File: config.mk
export PLATFORM = sky130hd
export DESIGN_NAME = exe_stage_flat
export DESIGN_NICKNAME = d
export VERILOG_FILES = /design/src/rtl/exe_stage_pkg.sv /design/src/rtl/exe_stage_if.sv /design/src/rtl/exe_stage.sv /design/src/flat_wrapper.sv
export SDC_FILE = /design/constraint.sdc
export NUM_CORES = 1
export LEC_CHECK = 0
export BUFFER_PORTS_ARGS = -buffer_cell sky130_fd_sc_hd__buf_2
export CAP_MARGIN = 20
export CELL_PAD_IN_SITES_DETAIL_PLACEMENT = 0
export CELL_PAD_IN_SITES_GLOBAL_PLACEMENT = 1
export CORE_MARGIN = 10
export CORE_UTILIZATION = 38
export CTS_CLUSTER_DIAMETER = 150
export DETAILED_ROUTE_END_ITERATION = 7
export GPL_TIMING_DRIVEN = 0
export PLACE_DENSITY_LB_ADDON = 0.1
export SYNTH_ARGS = -nofsm -noshare
export SYNTH_HDL_FRONTEND = slang
export SYNTH_SLANG_ARGS = --single-unit
File: constraint.sdc
create_clock -name clk -period 2.14 [get_ports clk]
set_input_delay 0.428 -clock clk [delete_from_list [all_inputs] [get_ports clk]]
set_output_delay 0.428 -clock clk [all_outputs]
set_load 0.02 [all_outputs]
File: src/rtl/exe_stage_pkg.sv
`default_nettype none
// +----------------------------------------------------------------------------+
// | exe_stage_pkg : widths, ALU op bit indices, payload type and states        |
// | Rev 1.0                                                                    |
// +----------------------------------------------------------------------------+
package exe_stage_pkg;

   localparam int ES_XLEN = 32;
   localparam int ES_OP_W = 19;
   localparam int GPR_W   = 5;

   localparam int OP_ADD   = 0;
   localparam int OP_SUB   = 1;
   localparam int OP_SLT   = 2;
   localparam int OP_SLTU  = 3;
   localparam int OP_AND   = 4;
   localparam int OP_NOR   = 5;
   localparam int OP_OR    = 6;
   localparam int OP_XOR   = 7;
   localparam int OP_SLL   = 8;
   localparam int OP_SRL   = 9;
   localparam int OP_SRA   = 10;
   localparam int OP_LUI   = 11;
   localparam int OP_MUL   = 12;
   localparam int OP_MULH  = 13;
   localparam int OP_MULHU = 14;
   localparam int OP_DIV   = 15;
   localparam int OP_DIVU  = 16;
   localparam int OP_MOD   = 17;
   localparam int OP_MODU  = 18;

   localparam logic [1:0] ST_IDLE = 2'd0;
   localparam logic [1:0] ST_BUSY = 2'd1;
   localparam logic [1:0] ST_DONE = 2'd2;

   typedef enum logic [1:0] {
      IDLE = ST_IDLE,
      BUSY = ST_BUSY,
      DONE = ST_DONE
   } es_state_e;

   typedef struct packed {
      logic [ES_OP_W-1:0] op;
      logic [ES_XLEN-1:0] src1;
      logic [ES_XLEN-1:0] src2;
      logic [ES_XLEN-1:0] pc;
      logic [ES_XLEN-1:0] st_data;
      logic [GPR_W-1:0]   dest;
      logic               gr_we;
      logic               res_from_mem;
      logic               mem_we;
   } es_payload_t;

endpackage
`default_nettype wire

File: src/rtl/exe_stage_if.sv
`default_nettype none
// +----------------------------------------------------------------------------+
// | exe_stage_if : decode, ALU, memory-stage and forwarding signals of EXE     |
// | Rev 1.0                                                                    |
// +----------------------------------------------------------------------------+
interface exe_stage_if
   import exe_stage_pkg::*;
#(
   parameter int OP_W = ES_OP_W,
   parameter int XLEN = ES_XLEN
);
   logic             flush;
   logic             ds_to_es_valid;
   logic             es_allowin;
   logic [OP_W-1:0]  ds_alu_op;
   logic [XLEN-1:0]  ds_src1;
   logic [XLEN-1:0]  ds_src2;
   logic [XLEN-1:0]  ds_pc;
   logic [GPR_W-1:0] ds_dest;
   logic             ds_gr_we;
   logic             ds_res_from_mem;
   logic             ds_mem_we;
   logic [XLEN-1:0]  ds_st_data;
   logic [OP_W-1:0]  alu_op;
   logic [XLEN-1:0]  alu_src1;
   logic [XLEN-1:0]  alu_src2;
   logic [XLEN-1:0]  alu_result;
   logic             alu_complete;
   logic             es_to_ms_valid;
   logic             ms_allowin;
   logic [XLEN-1:0]  es_pc;
   logic [XLEN-1:0]  es_result;
   logic [XLEN-1:0]  es_st_data;
   logic [GPR_W-1:0] es_dest;
   logic             es_gr_we;
   logic             es_res_from_mem;
   logic             es_mem_we;
   logic             es_fwd_valid;
   logic [GPR_W-1:0] es_fwd_dest;
   logic             es_fwd_stall;

   modport slave (
      input  flush, ds_to_es_valid, ds_alu_op, ds_src1, ds_src2, ds_pc, ds_dest,
             ds_gr_we, ds_res_from_mem, ds_mem_we, ds_st_data,
             alu_result, alu_complete, ms_allowin,
      output es_allowin, alu_op, alu_src1, alu_src2, es_to_ms_valid,
             es_pc, es_result, es_st_data, es_dest, es_gr_we, es_res_from_mem,
             es_mem_we, es_fwd_valid, es_fwd_dest, es_fwd_stall
   );

   modport master (
      output flush, ds_to_es_valid, ds_alu_op, ds_src1, ds_src2, ds_pc, ds_dest,
             ds_gr_we, ds_res_from_mem, ds_mem_we, ds_st_data,
             alu_result, alu_complete, ms_allowin,
      input  es_allowin, alu_op, alu_src1, alu_src2, es_to_ms_valid,
             es_pc, es_result, es_st_data, es_dest, es_gr_we, es_res_from_mem,
             es_mem_we, es_fwd_valid, es_fwd_dest, es_fwd_stall
   );

endinterface
`default_nettype wire

File: src/rtl/exe_stage.sv
`default_nettype none
// +----------------------------------------------------------------------------+
// | exe_stage : holds one decoded instruction until the shared ALU completes   |
// | Rev 1.0                                                                    |
// +----------------------------------------------------------------------------+
module exe_stage
   import exe_stage_pkg::*;
(
   input  wire logic  clk,
   input  wire logic  resetn,
   exe_stage_if.slave bus
);

   es_state_e          state_q, state_d;
   logic               es_valid_q, es_valid_d;
   es_payload_t        pl_q, pl_d;
   logic [ES_XLEN-1:0] es_result_q, es_result_d;

   logic ready_go;
   logic allowin;
   logic accept;

   always_comb begin
      ready_go = (state_q == DONE) | ((state_q == BUSY) & bus.alu_complete);
      allowin  = ~es_valid_q | (ready_go & bus.ms_allowin);
      accept   = bus.ds_to_es_valid & allowin & ~bus.flush;
   end

   always_comb begin
      state_d     = state_q;
      es_valid_d  = es_valid_q;
      pl_d        = pl_q;
      es_result_d = es_result_q;
      if (bus.flush) begin
         state_d    = IDLE;
         es_valid_d = 1'b0;
      end else if (accept) begin
         state_d           = BUSY;
         es_valid_d        = 1'b1;
         pl_d.op           = bus.ds_alu_op;
         pl_d.src1         = bus.ds_src1;
         pl_d.src2         = bus.ds_src2;
         pl_d.pc           = bus.ds_pc;
         pl_d.st_data      = bus.ds_st_data;
         pl_d.dest         = bus.ds_dest;
         pl_d.gr_we        = bus.ds_gr_we;
         pl_d.res_from_mem = bus.ds_res_from_mem;
         pl_d.mem_we       = bus.ds_mem_we;
      end else if (allowin) begin
         state_d    = IDLE;
         es_valid_d = 1'b0;
      end else if ((state_q == BUSY) & bus.alu_complete) begin
         // Memory stage is stalled: capture the result so the ALU can be released.
         state_d     = DONE;
         es_result_d = bus.alu_result;
      end
   end

   always_ff @(posedge clk or negedge resetn) begin
      if (!resetn) begin
         state_q     <= IDLE;
         es_valid_q  <= 1'b0;
         pl_q        <= '0;
         es_result_q <= '0;
      end else begin
         state_q     <= state_d;
         es_valid_q  <= es_valid_d;
         pl_q        <= pl_d;
         es_result_q <= es_result_d;
      end
   end

   // Dropping the op aborts an in-flight mul/div and stops a restart after DONE.
   assign bus.alu_op   = ((state_q == BUSY) & ~bus.flush) ? pl_q.op : '0;
   assign bus.alu_src1 = pl_q.src1;
   assign bus.alu_src2 = pl_q.src2;

   assign bus.es_allowin     = allowin;
   assign bus.es_to_ms_valid = es_valid_q & ready_go & ~bus.flush;
   assign bus.es_result      = (state_q == DONE) ? es_result_q :
                               (state_q == BUSY) ? bus.alu_result : '0;

   assign bus.es_pc           = pl_q.pc;
   assign bus.es_st_data      = pl_q.st_data;
   assign bus.es_dest         = pl_q.dest;
   assign bus.es_gr_we        = pl_q.gr_we;
   assign bus.es_res_from_mem = pl_q.res_from_mem;
   assign bus.es_mem_we       = pl_q.mem_we;

   assign bus.es_fwd_valid = es_valid_q & pl_q.gr_we & (pl_q.dest != '0);
   assign bus.es_fwd_dest  = pl_q.dest;
   assign bus.es_fwd_stall = es_valid_q &
                             (pl_q.res_from_mem | ((state_q == BUSY) & ~bus.alu_complete));

endmodule
`default_nettype wire

File: src/flat_wrapper.sv
// flat-port wrapper written by rule: the top's interface ports become plain ports
module exe_stage_flat import exe_stage_pkg::*;
  (clk, resetn, bus_flush, bus_ds_to_es_valid, bus_ds_alu_op, bus_ds_src1, bus_ds_src2, bus_ds_pc, bus_ds_dest, bus_ds_gr_we, bus_ds_res_from_mem, bus_ds_mem_we, bus_ds_st_data, bus_alu_result, bus_alu_complete, bus_ms_allowin, bus_es_allowin, bus_alu_op, bus_alu_src1, bus_alu_src2, bus_es_to_ms_valid, bus_es_pc, bus_es_result, bus_es_st_data, bus_es_dest, bus_es_gr_we, bus_es_res_from_mem, bus_es_mem_we, bus_es_fwd_valid, bus_es_fwd_dest, bus_es_fwd_stall);
  exe_stage_if bus_i ();
  input  wire logic clk;
  input  wire logic resetn;
  input wire logic [$bits(bus_i.flush)-1:0] bus_flush;
  input wire logic [$bits(bus_i.ds_to_es_valid)-1:0] bus_ds_to_es_valid;
  input wire logic [$bits(bus_i.ds_alu_op)-1:0] bus_ds_alu_op;
  input wire logic [$bits(bus_i.ds_src1)-1:0] bus_ds_src1;
  input wire logic [$bits(bus_i.ds_src2)-1:0] bus_ds_src2;
  input wire logic [$bits(bus_i.ds_pc)-1:0] bus_ds_pc;
  input wire logic [$bits(bus_i.ds_dest)-1:0] bus_ds_dest;
  input wire logic [$bits(bus_i.ds_gr_we)-1:0] bus_ds_gr_we;
  input wire logic [$bits(bus_i.ds_res_from_mem)-1:0] bus_ds_res_from_mem;
  input wire logic [$bits(bus_i.ds_mem_we)-1:0] bus_ds_mem_we;
  input wire logic [$bits(bus_i.ds_st_data)-1:0] bus_ds_st_data;
  input wire logic [$bits(bus_i.alu_result)-1:0] bus_alu_result;
  input wire logic [$bits(bus_i.alu_complete)-1:0] bus_alu_complete;
  input wire logic [$bits(bus_i.ms_allowin)-1:0] bus_ms_allowin;
  output wire logic [$bits(bus_i.es_allowin)-1:0] bus_es_allowin;
  output wire logic [$bits(bus_i.alu_op)-1:0] bus_alu_op;
  output wire logic [$bits(bus_i.alu_src1)-1:0] bus_alu_src1;
  output wire logic [$bits(bus_i.alu_src2)-1:0] bus_alu_src2;
  output wire logic [$bits(bus_i.es_to_ms_valid)-1:0] bus_es_to_ms_valid;
  output wire logic [$bits(bus_i.es_pc)-1:0] bus_es_pc;
  output wire logic [$bits(bus_i.es_result)-1:0] bus_es_result;
  output wire logic [$bits(bus_i.es_st_data)-1:0] bus_es_st_data;
  output wire logic [$bits(bus_i.es_dest)-1:0] bus_es_dest;
  output wire logic [$bits(bus_i.es_gr_we)-1:0] bus_es_gr_we;
  output wire logic [$bits(bus_i.es_res_from_mem)-1:0] bus_es_res_from_mem;
  output wire logic [$bits(bus_i.es_mem_we)-1:0] bus_es_mem_we;
  output wire logic [$bits(bus_i.es_fwd_valid)-1:0] bus_es_fwd_valid;
  output wire logic [$bits(bus_i.es_fwd_dest)-1:0] bus_es_fwd_dest;
  output wire logic [$bits(bus_i.es_fwd_stall)-1:0] bus_es_fwd_stall;
  assign bus_i.flush = bus_flush;
  assign bus_i.ds_to_es_valid = bus_ds_to_es_valid;
  assign bus_i.ds_alu_op = bus_ds_alu_op;
  assign bus_i.ds_src1 = bus_ds_src1;
  assign bus_i.ds_src2 = bus_ds_src2;
  assign bus_i.ds_pc = bus_ds_pc;
  assign bus_i.ds_dest = bus_ds_dest;
  assign bus_i.ds_gr_we = bus_ds_gr_we;
  assign bus_i.ds_res_from_mem = bus_ds_res_from_mem;
  assign bus_i.ds_mem_we = bus_ds_mem_we;
  assign bus_i.ds_st_data = bus_ds_st_data;
  assign bus_i.alu_result = bus_alu_result;
  assign bus_i.alu_complete = bus_alu_complete;
  assign bus_i.ms_allowin = bus_ms_allowin;
  assign bus_es_allowin = bus_i.es_allowin;
  assign bus_alu_op = bus_i.alu_op;
  assign bus_alu_src1 = bus_i.alu_src1;
  assign bus_alu_src2 = bus_i.alu_src2;
  assign bus_es_to_ms_valid = bus_i.es_to_ms_valid;
  assign bus_es_pc = bus_i.es_pc;
  assign bus_es_result = bus_i.es_result;
  assign bus_es_st_data = bus_i.es_st_data;
  assign bus_es_dest = bus_i.es_dest;
  assign bus_es_gr_we = bus_i.es_gr_we;
  assign bus_es_res_from_mem = bus_i.es_res_from_mem;
  assign bus_es_mem_we = bus_i.es_mem_we;
  assign bus_es_fwd_valid = bus_i.es_fwd_valid;
  assign bus_es_fwd_dest = bus_i.es_fwd_dest;
  assign bus_es_fwd_stall = bus_i.es_fwd_stall;
  exe_stage u_core (.clk(clk), .resetn(resetn), .bus(bus_i));
endmodule
Yosys cells after proc, flatten, opt, wreduce, memory -nomap -nowiden
Cells that the tools add are included.
{ "word_totals": {"in_bits": 193, "out_inout_bits": 196, "reg_bits": 190} }
{ "op_classes": {"n_eq_ne": 2, "n_bitwise": 19, "n_reduce_logical": 5, "muxes": 10} }
{ "ops": {"columns": ["operator", "count"], "rows": [
  ["$mux 32", 2],
  ["$mux 19", 1],
  ["$and 1x1->1", 11],
  ["$mux 2", 4],
  ["$not 1->1", 5],
  ["$reduce_bool 5->1", 1],
  ["$reduce_and 4->1", 1],
  ["$reduce_bool 4->1", 1],
  ["$mux 1", 3],
  ["$or 1x1->1", 3],
  ["$reduce_bool 3->1", 1],
  ["$eq 2x1->1 const B", 1],
  ["$eq 2x2->1 const B", 1],
  ["$reduce_and 2->1", 1]
]} }

Depth between registers and ports, before layout
Gate-level depths: netlist of the first run.
{ "logic_depth": {"depth_word": 9, "depth_mapped": 7} }

Worst setup path after synthesis of the first run
No wires, ideal clock.
{ "synth_path": {"path_kind": "reg2out", "from": "register u_core.state_q[0]", "to": "output port bus_alu_op[10]", "arrival_time_ns": 1.372, "setup_slack_ns": 0.340, "path_stages_with_launch": 6, "path_cell_list": "dfrtp_1 > nor2b_1 > buf_4 > and2b_1 > clkbuf_1 > and2_1"} }
{ "synth_between": {"elab_chain_len": 3} }
{ "synth_lines": {"columns": ["item", "line", "source"], "rows": [
  ["start: declaration", "exe_stage.sv:14", "es_state_e state_q, state_d;"],
  ["start signal: assignment", "exe_stage.sv:66", "state_q <= state_d;"],
  ["$eq 2x1->1", "exe_stage.sv:74", "assign bus.alu_op = ((state_q == BUSY) & ~bus.flush) ? pl_q.op : '0;"],
  ["$and 1x1->1", "exe_stage.sv:74", null],
  ["$mux 19", "exe_stage.sv:74", null],
  ["end: declaration", "flat_wrapper.sv:22", "output wire logic [$bits(bus_i.alu_op)-1:0] bus_alu_op;"]
]} }
Every way passes these cells.

Worst setup path in the final report of the first run
{ "layout_path": {"from": "register u_core.state_q[1]", "to": "output port bus_alu_op[9]"} }
Same word-level chain as after synthesis.

==> impl_metrics.ini, run 1 <==
[run_status]
status = finished, final reports clean

[power]
power.share.clock = 0.265
p_per_area_nw_per_um2 = 945.3
swShare = 0.3034
total_power_mw = 12.06
switching_power_mw = 3.658
combPwrFrac = 0.341
p_int_mw = 8.400
ir_worst_vdd_mv = 0.3906
power_leakage_nw = 6.698
power_frac_seq = 0.394

[yosys]
yosysTopAreaCell = dfrtp_1
synth_ff_type = dfrtp_1
synth.most_common_cell = dfrtp_1
synth_area_sq_um = 9469
ys_seq_elements = 190
synthArstFlopShare = 1.000
synth_edf_count = 0
syn_inst = 625
synth_fp_nets = 818
avgSynthCellArea_sq_um = 15.15
synth_warnings = 0
synth_cell_types = 29
yosysSeqAreaShare = 0.5021
yosys-top-cells-count = 190 x dfrtp_1, 150 x mux2_4, 139 x buf_4
synth_area_leaders = dfrtp_1 50%, mux2_4 24%, buf_4 11%
synth_top_cell_area_share = 0.5021

[die]
start_util = 0.3882
die_w_microns = 177.9
rows = 57
die_height_microns = 177.9
fp.coreArea_sq_um = 24390
design.die.area_sq_um = 31630
ios = 389

[global_routing]
grt_pass1_vias = 6513
grt_max_degree = 109
grt_use_total = 0.1672
grt_antenna_before_repair = 6
grt_pass1_wl_mm = 40.14
overflow = 0

[setup_path]
path_cells = nor2b_4, and2b_4, clkbuf_8, and2_4, buf_6
cpPeakStageDelay_ns = 0.43
required_ns = 1.71
crit-reg2reg-launch = u_core.state_q[1]
path_class = reg -> out
critPathMaxFanout = 7
end_kind = primary output
reg2reg_slack_ns = 0.28
cp.arrival_ns = 1.70
rr_worst_depth = 6
cp-start-kind = register
r2r_end = u_core.bus.es_pc[17]
slowest_stage = dfrtp_2

[drt]
drc = 0
dr.pass1.iters = 4
first_iter_violations = 304
wl_per_cell_microns = 19.38
viasPerCell = 4.362
routed_wl_mm = 26.75
ant_nets = 0
vias = 6019

[placement]
io_buffers = 388
dp_hpwl_mm = 20.64
place.gp.congestion = 0.7475
pre_cts_ws_ns = -0.2077

[clocking]
worstSkewPairLatency_ns = 0.43
ctsRootBufferMaster = clkbuf_16
path_clk_slew_ns = 0.07
h-tree-depth = 4
cts.sinks = 190
hold_buffers = 0
tritoncts = done
cts_buffers = 17
clockBufferDepth = 2

[sta]
final.min_clock_period_ns = 2.128
max_freq_ghz = 0.4700
slew_headroom = 0.3917
finalSetupViolCount = 0
fin_crit_sh = 0.9943
rsz0062_at_grt = true
fin_ws_ns = 0.01211
hold_viol = 0
tightest_slew_ns = 0.9124
drv_slew = 0
finClkSkew_ns = 0.01681

[finish]
nets = 1234
fin_util = 0.5230
area_delta_synth_final_pct = 34.71
drive_above_1_share = 0.7443

[hold_path]
hold_path.class = in -> async

[job]
cap_violations = 0
-- routing by layer --
metal  track usage  up-vias  share of wire
met5             0        -         0.0015
met4       0.03230        6         0.0045
met3       0.07820       15           0.11
met2        0.2754      241           0.49
met1        0.1964     2909           0.40
li1              -     2848              -
-- cells in the final DEF (no fill, tap or decap), types with 3 or more instances in the layout --
cell type,netlist,layout
a21oi_1,5,5
buf_4,139,145
clkinv_4,0,3
clkbuf_16,0,17
inv_6,0,3
and2_4,0,18
buf_2,3,370
buf_6,2,25
mux2_4,150,150
mux2_1,30,30
diode_2,0,4
clkbuf_4,0,4
buf_8,0,3
mux2_2,7,7
a22o_1,32,32
dfrtp_2,0,3
buf_12,16,16
dfrtp_1,190,187
nor2b_1,4,3
-- worst max path at each step --
stage | from | to
after detailed placement | u_core.state_q[0] | bus_alu_op[12]
after global placement | resetn | u_core.es_result_q[12]
after floorplan | u_core.state_q[0] | bus_alu_op[10]
after global routing | u_core.state_q[1] | bus_alu_op[5]
after CTS | u_core.state_q[1] | bus_alu_op[16]
final | u_core.state_q[1] | bus_alu_op[9]
-- kinds of logic after synthesis --
logic type	after synthesis	synth area share
buf+inv	169	0.1516
simple gates	36	0.02603
mux	187	0.2818
flops	190	0.5021
compound gates	43	0.03845
-- through the flow --
stage / area (sq um) / setup TNS (ns) / hold slack, ns / cells
floorplan: 9469 / 0 / 0.1324 / 625
global placement: 11820 / -539.63 / 0.4740 / 1337
detailed placement: 11850 / -1.951 / 0.4818 / 1338
CTS: 12690 / -1.105 / 0.09632 / 1374
global route: 12750 / -1.134 / 0.09475 / 1376
finish: 12760 / 0 / 0.01479 / 1380
-- power by group through the flow --
stage / Clock [mW] / Sequential [mW] / Combinational [mW]
floorplan: 0 / 4.70 / 2.94
global placement: 0 / 4.79 / 4.06
detailed placement: 0 / 4.80 / 4.10
CTS: 3.30 / 4.75 / 4.19
global route: 3.44 / 4.85 / 4.40
finish: 3.20 / 4.75 / 4.11
-- worst max-delay path, delay by kind of cell (launching register included) --
| family | cells | cell delay (ns) |
|---|---|---|
| buf+inv | 2 | 0.27 |
| simple gates | 3 | 0.57 |
| flops | 1 | 0.43 |
-- what timing repair did --
| action | CTS | global route |
|---|---|---|
| setup endpoints to repair | 50 | 51 |
| pin swaps | 11 | 5 |
| cloned | 1 | 0 |
| gates resized for setup | 79 | 17 |
| buffers inserted | 6 | 2 |
-- cell type report --
class	instances	area, sq um
Timing Repair Buffer	398	2188
Buffer	167	1470
Clock inverter	11	132.6
Multi-Input combinational cell	266	3344
Tap cell	324	405.4
Sequential cell	190	4758
Antenna cell	4	10.01
Inverter	1	3.754
Fill cell	2205	11630
Clock buffer	19	442.9
-- flip-flops by register name (all words and copies together) (netlist names) --
register and flops:
u_core.bus.es_mem_we 1, u_core.bus.es_gr_we 1, u_core.bus.es_dest 5, u_core.bus.alu_src2 32
u_core.pl_q 19, u_core.es_result_q 32, u_core.state_q 2, u_core.bus.es_pc 32
u_core.bus.es_res_from_mem 1, u_core.bus.es_st_data 32, u_core.es_valid_q 1, u_core.bus.alu_src1 32
(Power assumes the default switching activity.)
==> inputs of run 2 (changes only) <==
--- a/config.mk
+++ b/config.mk
@@ -13,7 +13,6 @@
 export CORE_UTILIZATION = 38
 export CTS_CLUSTER_DIAMETER = 150
 export DETAILED_ROUTE_END_ITERATION = 7
-export GPL_TIMING_DRIVEN = 0
 export PLACE_DENSITY_LB_ADDON = 0.1
 export SYNTH_ARGS = -nofsm -noshare
 export SYNTH_HDL_FRONTEND = slang
==> run 2 against run 1 <==
Compared with the run above: utilization decreased by 4.9 points; clock skew decreased by 0.0033 ns; combinational power shrank 20%; critical endpoint is now bus_es_fwd_valid; first-iteration DRC count is 25% lower; largest power group unchanged; global-route usage fell by 0.94 points; clock-buffer cell count grew 1; clock power decreased by 3%.
==> impl_metrics.ini, run 2 (synthesis results as in run 1) <==
[setup_path]
path_class = reg -> out
cp-start-kind = register
cp.arrival_ns = 1.69
rr_worst_depth = 6
end_kind = primary output
critPathMaxFanout = 2
required_ns = 1.71

[global_routing]
grt_max_degree = 51
grt_use_total = 0.1577
grt_antenna_before_repair = 7
grt_pass1_wl_mm = 38.24
grt_pass1_vias = 6345
overflow = 0

[clocking]
cts.sinks = 190
worstSkewPairLatency_ns = 0.43
tritoncts = done
ctsRootBufferMaster = clkbuf_16
cts_buffers = 17
h-tree-depth = 4
path_clk_slew_ns = 0.07
clockBufferDepth = 2

[sta]
final.min_clock_period_ns = 2.119
tightest_slew_ns = 0.4331
slew_headroom = 0.7113
hold_viol = 0
rsz0062_at_grt = true
finClkSkew_ns = 0.01349
finalSetupViolCount = 0
whs_ns = 0.2071
max_freq_ghz = 0.4719
fin_ws_ns = 0.02113
fin_crit_sh = 0.9901
drv_slew = 0

[hold_path]
hold_path.class = in -> reg
min_delay_path_depth = 2

[drt]
ant_nets = 0
vias = 5607
viasPerCell = 4.529
first_iter_violations = 227
routed_wl_mm = 26.10
dr.pass1.iters = 4
drc = 0
wl_per_cell_microns = 21.08

[power]
ir_worst_vdd_mv = 0.3844
p_per_area_nw_per_um2 = 964.4
power_leakage_nw = 5.979
total_power_mw = 11.15

[die]
fp.coreArea_sq_um = 24390
design.die.area_sq_um = 31630
rows = 57
ios = 389
die_w_microns = 177.9
die_height_microns = 177.9
start_util = 0.3882

[placement]
dp_hpwl_mm = 20.01
io_buffers = 388
place.gp.congestion = 0.7726
dpl_cell_area_sq_um = 10650
dp_cells = 1191
pre_cts_ws_ns = 0.1440

[finish]
final_cell_mix = 366 x buf_2, 188 x dfrtp_1, 150 x mux2_4
drive_above_1_share = 0.7014
stdcell_count = 1238
area_delta_synth_final_pct = 22.13
final_area_sq_um = 11560
fillerInstances = 2263
final_common_cell = buf_2
nets = 1091

[job]
cap_violations = 0

[run_status]
status = finished, final reports clean
run 2: worst max-delay path, cell delays in order (launching register included):
cell and delay (ns):
dfrtp_1 0.38, or3_4 0.42, o311a_1 0.32, buf_6 0.14
run 2: final timing paths:
path / start / to / slack [ns]
max: u_core.bus.es_dest[1] / bus_es_fwd_valid / 0.02
min: bus_flush / u_core.es_valid_q / 0.21
max reg2reg: u_core.state_q[1] / u_core.pl_q[146] / 0.19
min reg2reg: u_core.es_result_q[3] / u_core.es_result_q[3] / 0.50
max in group asynchronous: resetn / u_core.bus.alu_src1[28] / 0.99
min in group asynchronous: resetn / u_core.bus.es_pc[16] / 0.52
run 2: repair_timing:
action	in CTS	in global routing
endpoints found under the setup margin	53	53
gates resized for setup	18	55
buffers inserted	6	2
cloned	0	3
hold buffers	1	0
pin swaps	1	11
hold endpoints to repair	40	0
run 2: layout make-up:
type	count	area [sq um]	area share
sequential	190	4757	0.4113
multi-input combinational	266	3337	0.2885
timing repair buffer	422	2485	0.2149
clock buffer	20	456.7	0.03949
tap	324	405.4	0.03505
clock inverter	12	112.6	0.009737
antenna	3	7.507	0.0006491
inverter	1	3.754	0.0003246
run 2: report_power, final:
group	internal, mW	total (mW)	switching, mW
clock network	1.61	3.11	1.51
registers	4.33	4.76	0.425
logic	1.61	3.29	1.67
run 2: per-stage QoR:
step / TNS [ns] / utilization
finish: 0 / 0.4741
global route: -0.6783 / 0.4738
CTS: 0 / 0.4646
detailed placement: 0 / 0.4367
global placement: 0 / 0.4367
floorplan: 0 / -
run 2: layer usage:
metal  wire [microns]  part of all wire  vias up  track usage
met3             2849              0.11       28      0.07352
met5               53            0.0020        -            0
li1                 -                 -     2558            -
met1             9662              0.37     2778       0.1678
met4              385             0.015        8      0.05002
met2            13150              0.50      235       0.2723
==> inputs of run 3 (changes only) <==
==> constraint.sdc (replaced) <==
create_clock -name clk -period 2.2 [get_ports clk]
set_input_delay 0.44 -clock clk [delete_from_list [all_inputs] [get_ports clk]]
set_output_delay 0.44 -clock clk [all_outputs]
set_load 0.02 [all_outputs]
==> run 3 against run 2 <==
Compared with the run above: flip-flop and latch count is the same; clock-buffer cell count fell by 1; die area unchanged; routed wire length about the same; highest routed layer unchanged; clock power fell by 2%; final cell count down 0.40%; non-clock buffer count down 6; global-route usage rose by 0.29 points.
==> impl_metrics.ini, run 3 (synthesis results as in run 1) <==
[sta]
max_freq_ghz = 0.4629
drv_slew = 0
slew_headroom = 0.6919
finClkSkew_ns = 0.01190
fin_crit_sh = 0.9820
rsz0062_at_grt = true
tightest_slew_ns = 0.4622
fin_ws_ns = 0.03950
finalSetupViolCount = 0
final.min_clock_period_ns = 2.160
hold_viol = 0

[drt]
viasPerCell = 4.582
vias = 5650
wl_per_cell_microns = 21.17
drc = 0
first_iter_violations = 253
routed_wl_mm = 26.11
ant_nets = 0
dr.pass1.iters = 4

[placement]
dp_hpwl_mm = 20.24
place.gp.congestion = 0.7643
dpl_cell_area_sq_um = 10690
dp_cells = 1190
io_buffers = 388
pre_cts_ws_ns = 0.2364

[die]
die_w_microns = 177.9
start_util = 0.3882
ios = 389
fp.coreArea_sq_um = 24390
design.die.area_sq_um = 31630
die_height_microns = 177.9
rows = 57

[global_routing]
grt_antenna_before_repair = 9
grt_pass1_vias = 6444
overflow = 0
grt_use_total = 0.1606
grt_pass1_wl_mm = 38.99
grt_max_degree = 52

[clocking]
tritoncts = done
clockBufferDepth = 2
ctsRootBufferMaster = clkbuf_16
path_clk_slew_ns = 0.07
cts_buffers = 17
h-tree-depth = 4
worstSkewPairLatency_ns = 0.43
cts.sinks = 190

[setup_path]
cp.arrival_ns = 1.72
crit-reg2reg-launch = u_core.state_q[0]
rr_worst_depth = 4
cp-start-kind = register
end_kind = primary output
r2r_end = u_core.bus.es_dest[0]
required_ns = 1.76
critPathMaxFanout = 9
reg2reg_slack_ns = 0.35
path_class = reg -> out

[power]
power_leakage_nw = 5.957
p_per_area_nw_per_um2 = 941.7
ir_worst_vdd_mv = 0.5333
total_power_mw = 10.88

[run_status]
status = finished, final reports clean

[finish]
final_cell_mix = 367 x buf_2, 187 x dfrtp_1, 150 x mux2_4
stdcell_count = 1233
final_common_cell = buf_2
area_delta_synth_final_pct = 22.03
nets = 1085
final_area_sq_um = 11550
drive_above_1_share = 0.6983

[hold_path]
min_delay_path_depth = 2
min_from = bus_flush
min_to = u_core.es_valid_q
hold_path.class = in -> reg

[job]
cap_violations = 0
==> run 3: how the worst max path moves through the flow <==
stage	from	to	slack [ns]	depth (start not counted)
floorplan	u_core.state_q[0]	bus_alu_op[10]	0.39	5
global placement	bus_flush	u_core.bus.es_dest[1]	0.26	5
detailed placement	bus_flush	u_core.bus.es_dest[0]	0.24	5
CTS	u_core.bus.es_dest[0]	bus_es_fwd_valid	0.004	3
global route	u_core.state_q[0]	bus_alu_op[11]	-0.05	5
finish	u_core.state_q[0]	bus_alu_op[13]	0.04	5
==> run 3: power breakdown <==
part           internal [mW]  switching [mW]
combinational           1.58            1.62
clock                   1.56            1.49
sequential              4.21           0.427
==> run 3: area by class of cell <==
type                    instances  area [sq um]
clock buffers                  19         452.9
repair buffers                416          2476
fillers                      2217         12840
inverters                       1         3.754
diodes                          4         10.01
well taps                     324         405.4
multi-input cells             266          3329
clock inverters                13         118.9
flip-flops and latches        190          4758
==> run 3: worst max-delay path: stages (launching register included) <==
cell	delay, ns
dfrtp_2	0.43
nor2b_4	0.20
and2b_4	0.23
clkbuf_16	0.17
and2_1	0.14
buf_6	0.12
==> run 3: metal layers <==
metal  global-route usage  part of all wire
met1               0.1730              0.37
met2               0.2747              0.50
met3              0.07416              0.11
met4              0.05245             0.020
met5                    0            0.0025
==> run 3: what timing repair did <==
| action | CTS | global route |
|---|---|---|
| hold endpoints to repair | 44 | 0 |
| resized for setup | 9 | 62 |
| cloned | 0 | 2 |
| hold buffers | 1 | 0 |
| setup buffers | 1 | 3 |
| pin swaps | 0 | 4 |
| endpoints found under the setup margin | 53 | 37 |
==> run 3: metrics by stage <==
stage	TNS [ns]	utilization	hold slack, ns
after floorplan	0	-	0.1444
after global placement	0	0.4384	0.4228
after detailed placement	0	0.4384	0.4375
after CTS	0	0.4638	0.1873
after global routing	-0.4398	0.4735	0.1981
final	0	0.4737	0.2106
